### src/rtl/prog_loader_pkg.sv
// Shared definitions for the program loader and the CPU top.
// Holds the loader state encoding, the stream byte width and the default
// instruction/address widths so loader and instruction memory agree.
package prog_loader_pkg;

  localparam int BYTE_W      = 8;
  localparam int INSTR_W_DEF = 24;
  localparam int ADDR_W_DEF  = 5;

  typedef enum logic [2:0] {
    ST_IDLE  = 3'd0,
    ST_HDR   = 3'd1,
    ST_DATA  = 3'd2,
    ST_CHK   = 3'd3,
    ST_DONE  = 3'd4,
    ST_ERROR = 3'd5
  } state_e;

  // Number of whole stream bytes needed to carry one instruction.
  function automatic int bytes_per_word(input int width);
    return (width + BYTE_W - 1) / BYTE_W;
  endfunction

endpackage

### src/rtl/prog_loader_instr_assembler.sv
// Purpose: shifts stream bytes (MSB first) into an instruction word.
// Latency: word_vld_o/word_o are combinational with the final byte of a word.
// Backpressure: none; accepts a byte whenever byte_vld_i is high.
//
// Ports:
//   clk, reset        clock and synchronous active-high reset
//   clear_i           restart assembly at byte 0 (new load)
//   byte_vld_i        a stream byte is being consumed this cycle
//   byte_dat_i        the consumed byte
//   word_vld_o        this byte completes an instruction
//   word_o            the completed instruction (valid with word_vld_o)
module instr_assembler
  import prog_loader_pkg::*;
#(
  parameter int INSTR_W = INSTR_W_DEF
) (
  input  logic               clk,
  input  logic               reset,
  input  logic               clear_i,
  input  logic               byte_vld_i,
  input  logic [BYTE_W-1:0]  byte_dat_i,
  output logic               word_vld_o,
  output logic [INSTR_W-1:0] word_o
);

  localparam int NBYTES = bytes_per_word(INSTR_W);
  localparam int ASM_W  = NBYTES * BYTE_W;
  localparam int CNT_W  = (NBYTES > 1) ? $clog2(NBYTES) : 1;

  logic [ASM_W-1:0] asm_q, asm_d, asm_shift;
  logic [CNT_W-1:0] cnt_q, cnt_d;
  logic             last_byte;

  // Assembly register with the incoming byte already shifted in, so the
  // completed word is available in the same cycle as its last byte.
  assign asm_shift = (asm_q << BYTE_W) | ASM_W'(byte_dat_i);
  assign last_byte = (cnt_q == CNT_W'(NBYTES - 1));

  assign word_vld_o = byte_vld_i && last_byte && !clear_i;
  assign word_o     = asm_shift[INSTR_W-1:0];

  always_comb begin
    asm_d = asm_q;
    cnt_d = cnt_q;
    if (clear_i) begin
      asm_d = '0;
      cnt_d = '0;
    end else if (byte_vld_i) begin
      asm_d = asm_shift;
      cnt_d = last_byte ? '0 : cnt_q + CNT_W'(1);
    end
  end

  always_ff @(posedge clk) begin
    if (reset) begin
      asm_q <= '0;
      cnt_q <= '0;
    end else begin
      asm_q <= asm_d;
      cnt_q <= cnt_d;
    end
  end

endmodule

### src/rtl/prog_loader.sv
// Purpose: loads a byte stream (count header + MSB-first instruction bytes)
//   into program memory while holding the CPU in reset.
// Latency: mem_we asserts the cycle after the last byte of an instruction.
// Backpressure: rx_ready is a pure function of state; never stalls in DATA.
// Optional: define LOADER_CHECKSUM_EN to require a trailing XOR checksum byte.
//
// Ports:
//   clk, reset          clock and synchronous active-high reset
//   start               begin a load (honoured in IDLE, DONE and ERROR)
//   rx_data/valid/ready byte stream handshake, transfer on valid && ready
//   mem_we/addr/wdata   program memory write port, one strobe per instruction
//   cpu_hold            keeps the CPU in reset while loading or failed
//   done                one-cycle pulse on successful completion
//   error               sticky failure flag, cleared by start
//   loaded              instructions written by the last load
module prog_loader
  import prog_loader_pkg::*;
#(
  parameter int INSTR_W = INSTR_W_DEF,
  parameter int ADDR_W  = ADDR_W_DEF
) (
  input  logic               clk,
  input  logic               reset,
  input  logic               start,
  input  logic [BYTE_W-1:0]  rx_data,
  input  logic               rx_valid,
  output logic               rx_ready,
  output logic               mem_we,
  output logic [ADDR_W-1:0]  mem_addr,
  output logic [INSTR_W-1:0] mem_wdata,
  output logic               cpu_hold,
  output logic               done,
  output logic               error,
  output logic [ADDR_W:0]    loaded
);

  localparam int CNT_W = ADDR_W + 1;
  localparam int DEPTH = 1 << ADDR_W;

`ifdef LOADER_CHECKSUM_EN
  localparam state_e ST_AFTER_LOAD = ST_CHK;
`else
  localparam state_e ST_AFTER_LOAD = ST_DONE;
`endif

  state_e             state_q, state_d;
  logic               rx_ready_q, rx_ready_d;
  logic               mem_we_q, mem_we_d;
  logic [ADDR_W-1:0]  mem_addr_q, mem_addr_d;
  logic [INSTR_W-1:0] mem_wdata_q, mem_wdata_d;
  logic               cpu_hold_q, cpu_hold_d;
  logic               done_q, done_d;
  logic               error_q, error_d;
  logic [CNT_W-1:0]   loaded_q, loaded_d;
  logic [CNT_W-1:0]   count_q, count_d;
`ifdef LOADER_CHECKSUM_EN
  logic [BYTE_W-1:0]  csum_q, csum_d;
`endif

  logic               rx_fire;
  logic               asm_clear;
  logic               asm_byte_vld;
  logic               word_vld;
  logic [INSTR_W-1:0] word;
  logic [31:0]        hdr_ext;
  logic [CNT_W-1:0]   loaded_inc;

  assign rx_fire      = rx_valid && rx_ready_q;
  assign asm_byte_vld = rx_fire && (state_q == ST_DATA);
  assign hdr_ext      = 32'(rx_data);
  assign loaded_inc   = loaded_q + CNT_W'(1);

  instr_assembler #(
    .INSTR_W (INSTR_W)
  ) u_asm (
    .clk        (clk),
    .reset      (reset),
    .clear_i    (asm_clear),
    .byte_vld_i (asm_byte_vld),
    .byte_dat_i (rx_data),
    .word_vld_o (word_vld),
    .word_o     (word)
  );

  always_ff @(posedge clk) begin
    if (reset) begin
      state_q <= ST_IDLE;
    end else begin
      state_q <= state_d;
    end
  end

  always_comb begin
    state_d     = state_q;
    mem_addr_d  = mem_addr_q;
    mem_wdata_d = mem_wdata_q;
    loaded_d    = loaded_q;
    count_d     = count_q;
    asm_clear   = 1'b0;
`ifdef LOADER_CHECKSUM_EN
    csum_d      = csum_q;
`endif

    // Address advances the cycle after each write strobe; with a full
    // DEPTH load it naturally wraps back to 0.
    if (mem_we_q) begin
      mem_addr_d = mem_addr_q + ADDR_W'(1);
    end

    case (state_q)
      ST_IDLE, ST_DONE, ST_ERROR: begin
        if (start) begin
          state_d    = ST_HDR;
          mem_addr_d = '0;
          loaded_d   = '0;
          asm_clear  = 1'b1;
`ifdef LOADER_CHECKSUM_EN
          csum_d     = '0;
`endif
        end
      end
      ST_HDR: begin
        if (rx_fire) begin
`ifdef LOADER_CHECKSUM_EN
          csum_d = rx_data;
`endif
          if (rx_data == '0) begin
            state_d = ST_AFTER_LOAD;
          end else if (hdr_ext > 32'(DEPTH)) begin
            state_d = ST_ERROR;
          end else begin
            count_d = CNT_W'(rx_data);
            state_d = ST_DATA;
          end
        end
      end
      ST_DATA: begin
        if (rx_fire) begin
`ifdef LOADER_CHECKSUM_EN
          csum_d = csum_q ^ rx_data;
`endif
          if (word_vld) begin
            mem_wdata_d = word;
            loaded_d    = loaded_inc;
            if (loaded_inc == count_q) begin
              state_d = ST_AFTER_LOAD;
            end
          end
        end
      end
`ifdef LOADER_CHECKSUM_EN
      ST_CHK: begin
        if (rx_fire) begin
          state_d = (rx_data == csum_q) ? ST_DONE : ST_ERROR;
        end
      end
`endif
      default: state_d = ST_IDLE;
    endcase

    // Outputs are registered from the next state so they line up with it.
    rx_ready_d = (state_d == ST_HDR) || (state_d == ST_DATA) || (state_d == ST_CHK);
    cpu_hold_d = rx_ready_d || (state_d == ST_ERROR);
    error_d    = (state_d == ST_ERROR);
    done_d     = (state_d == ST_DONE) && (state_q != ST_DONE);
    mem_we_d   = word_vld;
  end

  always_ff @(posedge clk) begin
    if (reset) begin
      rx_ready_q  <= 1'b0;
      mem_we_q    <= 1'b0;
      mem_addr_q  <= '0;
      mem_wdata_q <= '0;
      cpu_hold_q  <= 1'b0;
      done_q      <= 1'b0;
      error_q     <= 1'b0;
      loaded_q    <= '0;
      count_q     <= '0;
`ifdef LOADER_CHECKSUM_EN
      csum_q      <= '0;
`endif
    end else begin
      rx_ready_q  <= rx_ready_d;
      mem_we_q    <= mem_we_d;
      mem_addr_q  <= mem_addr_d;
      mem_wdata_q <= mem_wdata_d;
      cpu_hold_q  <= cpu_hold_d;
      done_q      <= done_d;
      error_q     <= error_d;
      loaded_q    <= loaded_d;
      count_q     <= count_d;
`ifdef LOADER_CHECKSUM_EN
      csum_q      <= csum_d;
`endif
    end
  end

  assign rx_ready  = rx_ready_q;
  assign mem_we    = mem_we_q;
  assign mem_addr  = mem_addr_q;
  assign mem_wdata = mem_wdata_q;
  assign cpu_hold  = cpu_hold_q;
  assign done      = done_q;
  assign error     = error_q;
  assign loaded    = loaded_q;

endmodule

### config.mk
export PLATFORM = sky130hd
export DESIGN_NAME = prog_loader
export DESIGN_NICKNAME = d
export VERILOG_FILES = /design/src/rtl/prog_loader_pkg.sv /design/src/rtl/prog_loader_instr_assembler.sv /design/src/rtl/prog_loader.sv
export SDC_FILE = /design/constraint.sdc
export NUM_CORES = 1
export LEC_CHECK = 0
export ABC_AREA = 0
export BUFFER_PORTS_ARGS = -buffer_cell sky130_fd_sc_hd__clkbuf_2
export CELL_PAD_IN_SITES_DETAIL_PLACEMENT = 1
export CELL_PAD_IN_SITES_GLOBAL_PLACEMENT = 2
export CORE_MARGIN = 2
export CORE_UTILIZATION = 29
export DETAILED_ROUTE_END_ITERATION = 10
export PLACE_DENSITY = 0.77
export RECOVER_POWER = 25
export SYNTH_ARGS = -nofsm -noshare
export SYNTH_HDL_FRONTEND = slang
export SYNTH_HIERARCHICAL = 1
export SYNTH_SLANG_ARGS = --single-unit
### constraint.sdc
create_clock -name clk -period 2.55 [get_ports clk]
set_input_delay 0.3825 -clock clk [delete_from_list [all_inputs] [get_ports clk]]
set_output_delay 0.3825 -clock clk [all_outputs]
set_load 0.005 [all_outputs]
==> impl_metrics.yaml <==
route:
  drt_iter0_drc: 76
  finalWirelength_um: 7090
  drtAntennaViolNets: 0
  dr.pass1.iters: 4
  vias_per_cell: 4.65
  drc: 0
  vias: 2307
  wire_per_inst_um: 14.3
synth:
  synth_common_cells: "67 x dfxtp_1, 57 x nand2_1, 37 x nor2_1, 35 x a21oi_1, 23 x mux2i_1"
  synth_edf_count: 0
  synth_top_cell_by_area: "dfxtp_1"
  yosysMostFrequentCell: "dfxtp_1"
  synthDistinctLibCells: 45
  avgSynthCellArea_um2: 8.75
  postSynthRegisterBits: 67
  yosysSeqAreaShare_pct: 48.6
  synth_cells: 315
  ys_warn_count: 6
  syn_area_mm2: 0.00276
  synthTopCellsByArea: "dfxtp_1 49%, mux2i_1 8.3%, nand2_1 7.8%"
  synth_nets: 329
  async_flop_share_pct: 0
  synthFlopType: "dfxtp_1"
  yosysTopAreaCellShare_pct: 48.6
worst_setup_path:
  crit_type: "flop to flop"
  critPathTopFamily: "simple AND/OR/NAND/NOR gates"
  crit_fanout: 12
  max_stage_delay_ns: 0.45
  worst-path-buf-inv: 1
  crit_arrival_ns: 2.48
  worstPathRequired_ns: 2.83
  path_cells: "nor3b_2 -> and3_1 -> nand2_1 -> nor3_1 -> and3_1 -> nand2_1 -> buf_4 -> nor3_1 -> a21oi_1 -> nor2_1"
  cp.depth: 10
  setup.worst_path.start_class: "flop"
  end_kind: "flop"
  r2r_cells: 10
  cp_slowest_cell: "dfxtp_1"
timing:
  fin_ws_ns: 0.344
  fin_crit_sh_pct: 86.5
  worst_pin_slew_ns: 0.674
  setup_viol: 0
  min_period_ns: 2.21
  hold_violations: 0
  maxSlewHeadroom_pct: 55.1
  fmax_mhz: 453
  setup_tns_ns: 0
  rsz0062_at_grt: "no"
  final_max_slew_viol_count: 0
  clock-skew-final_ns: 0.00765
clock_tree:
  clock-root-buffer: "clkbuf_8"
  cts_buffers: 9
  cts-resized-gates: 0
  cts.sinks: 67
  clk_pin_slew_ns: 0.07
  clock_latency_ns: 0.34
  hold_buffers: 0
  cts_tree: "yes"
  clk_path_buf_depth: 2
  postCtsSetupBuffers: 0
  htreeDepth: 3
floorplan:
  rows: 35
  core-area_mm2: 0.00924
  die_y_um: 102
  start_util_pct: 29.8
  die_w_um: 102
  ios: 52
  die_area_mm2: 0.0103
pwr:
  leakage_uw: 0.00119
  power.share.sequential_pct: 52.5
  total_power_uw: 2010
  powerDensity_mw_per_mm2: 614
  pwr-share-clk_pct: 44.2
  power_frac_comb_pct: 3.3
  ir_drop_mv: 0.294
  switchingPower_uw: 467
  p_int_uw: 1540
  p_sw_share_pct: 23.2
cells_and_area:
  finalNonFillerCells: 496
  antennaDiodeCount: 0
  drive_above_1_share_pct: 16.9
  syn2layout_area_growth_pct: 18.7
  fillers: 1152
  finish.utilization_pct: 35.4
  finalNetCount: 376
place:
  io_buffers: 51
  dpl.hpwl_um: 5200
  place.gp.congestion: 0.764
  place_ws_ns: 0.354
  dp.cells: 480
global_routing:
  grt_pass1_vias: 2403
  grt_overflow: 0
  grt_max_degree: 24
  grt_usage_pct: 15.0
  antenna_found_initial: 0
  grt_pass1_wl_um: 12000
status:
  run_status: "completed"
worst_hold_path:
  hold_depth: 3
  hold_class: "input pin to flop"
job:
  drv_cap: 0
## sequential cells by signal, indices dropped and copies added (netlist names)
| name | count |
|---|---|
| mem_addr | 5 |
| u_asm/asm_q | 16 |
| mem_wdata | 24 |
| loaded | 6 |
| count_q | 6 |
| done | 1 |
| error | 1 |
| state_q | 3 |
| mem_we | 1 |
| cpu_hold | 1 |
| u_asm/cnt_q | 2 |
| rx_ready | 1 |
## area by class of cell
type | instances | area (um2) | share of cell area, %
tap | 129 | 161 | 4.93
multi-input combinational | 221 | 1260 | 38.6
inverter | 4 | 15.0 | 0.459
clock buffer | 11 | 141 | 4.32
sequential | 67 | 1340 | 41.0
timing repair buffer | 59 | 297 | 9.06
clock inverter | 5 | 52.6 | 1.61
## stage by stage
step | area, um2 | hold slack (ns)
2_1_floorplan | 2760 | 0.431
3_3_place_gp | 3100 | 0.445
3_5_place_dp | 3100 | 0.450
4_1_cts | 3290 | 0.306
5_1_grt | 3270 | 0.318
6_report | 3270 | 0.317
## path summary, 6_finish.rpt
| check | startpoint | endpoint | slack, ns |
|---|---|---|---|
| hold / removal | rx_data[1] | mem_wdata[1]$_SDFFE_PP0P_ | 0.32 |
| hold reg to reg | mem_wdata[1]$_SDFFE_PP0P_ | mem_wdata[1]$_SDFFE_PP0P_ | 0.46 |
| setup reg to reg | state_q[1]$_SDFF_PP0_ | loaded[3]$_SDFFE_PP0P_ | 0.34 |
| setup / recovery | state_q[1]$_SDFF_PP0_ | loaded[3]$_SDFFE_PP0P_ | 0.34 |
## cell families after synthesis
family | count (synthesis) | synth area share [%]
AO/OA/AOI/OAI | 50 | 10.2
XOR/XNOR | 10 | 3.18
adder cells (fa/ha/maj) | 2 | 0.907
buffers and inverters | 27 | 5.67
flip-flops | 67 | 48.6
multiplexers | 23 | 8.35
AND/OR/NAND/NOR | 136 | 23.0
## worst register-to-register path, cell delays in order, from the launching register on
cell	delay, ns
dfxtp_1	0.45
nor3b_2	0.23
and3_1	0.19
nand2_1	0.05
nor3_1	0.19
and3_1	0.29
nand2_1	0.19
buf_4	0.23
nor3_1	0.17
a21oi_1	0.06
nor2_1	0.08
## placed cells by master, fill, tap and decap left out, types with 2 or more instances in the layout
cell,synthesis,layout
mux2i_1,23,23
o21a_1,2,2
xor2_1,5,5
nor3_1,6,6
nor2_1,37,37
nand3_1,4,4
nand3b_1,2,2
inv_1,4,4
nand2_1,57,57
a21oi_1,35,35
nand4_1,2,2
buf_4,9,8
clkinv_2,0,3
clkbuf_1,8,15
and3_1,4,4
ha_1,2,2
o21ai_0,4,4
dfxtp_1,67,67
xnor2_1,5,5
and2_1,2,2
nand2b_1,5,5
clkbuf_8,0,10
nor2b_1,3,3
or3_1,4,4
clkbuf_2,0,36
## routing by layer
layer  GRT usage [%]  wire length (um)  vias to the layer above
li1                -                 -                     1150
met1            18.3              3220                     1111
met2            25.4              3500                       36
met3            3.59               246                       10
met4            6.24               127                        0
met5               0                 0                        -
## power by group through the flow
stage | registers, uW | clock network [uW] | logic [uW]
floorplan | 1080 | 0 | 49.0
global placement | 1080 | 0 | 68.2
detailed placement | 1080 | 0 | 69.3
CTS | 1060 | 919 | 69.4
global route | 1060 | 954 | 76.9
finish | 1060 | 889 | 67.1
No activity file was read; power rests on OpenSTA's default activity.
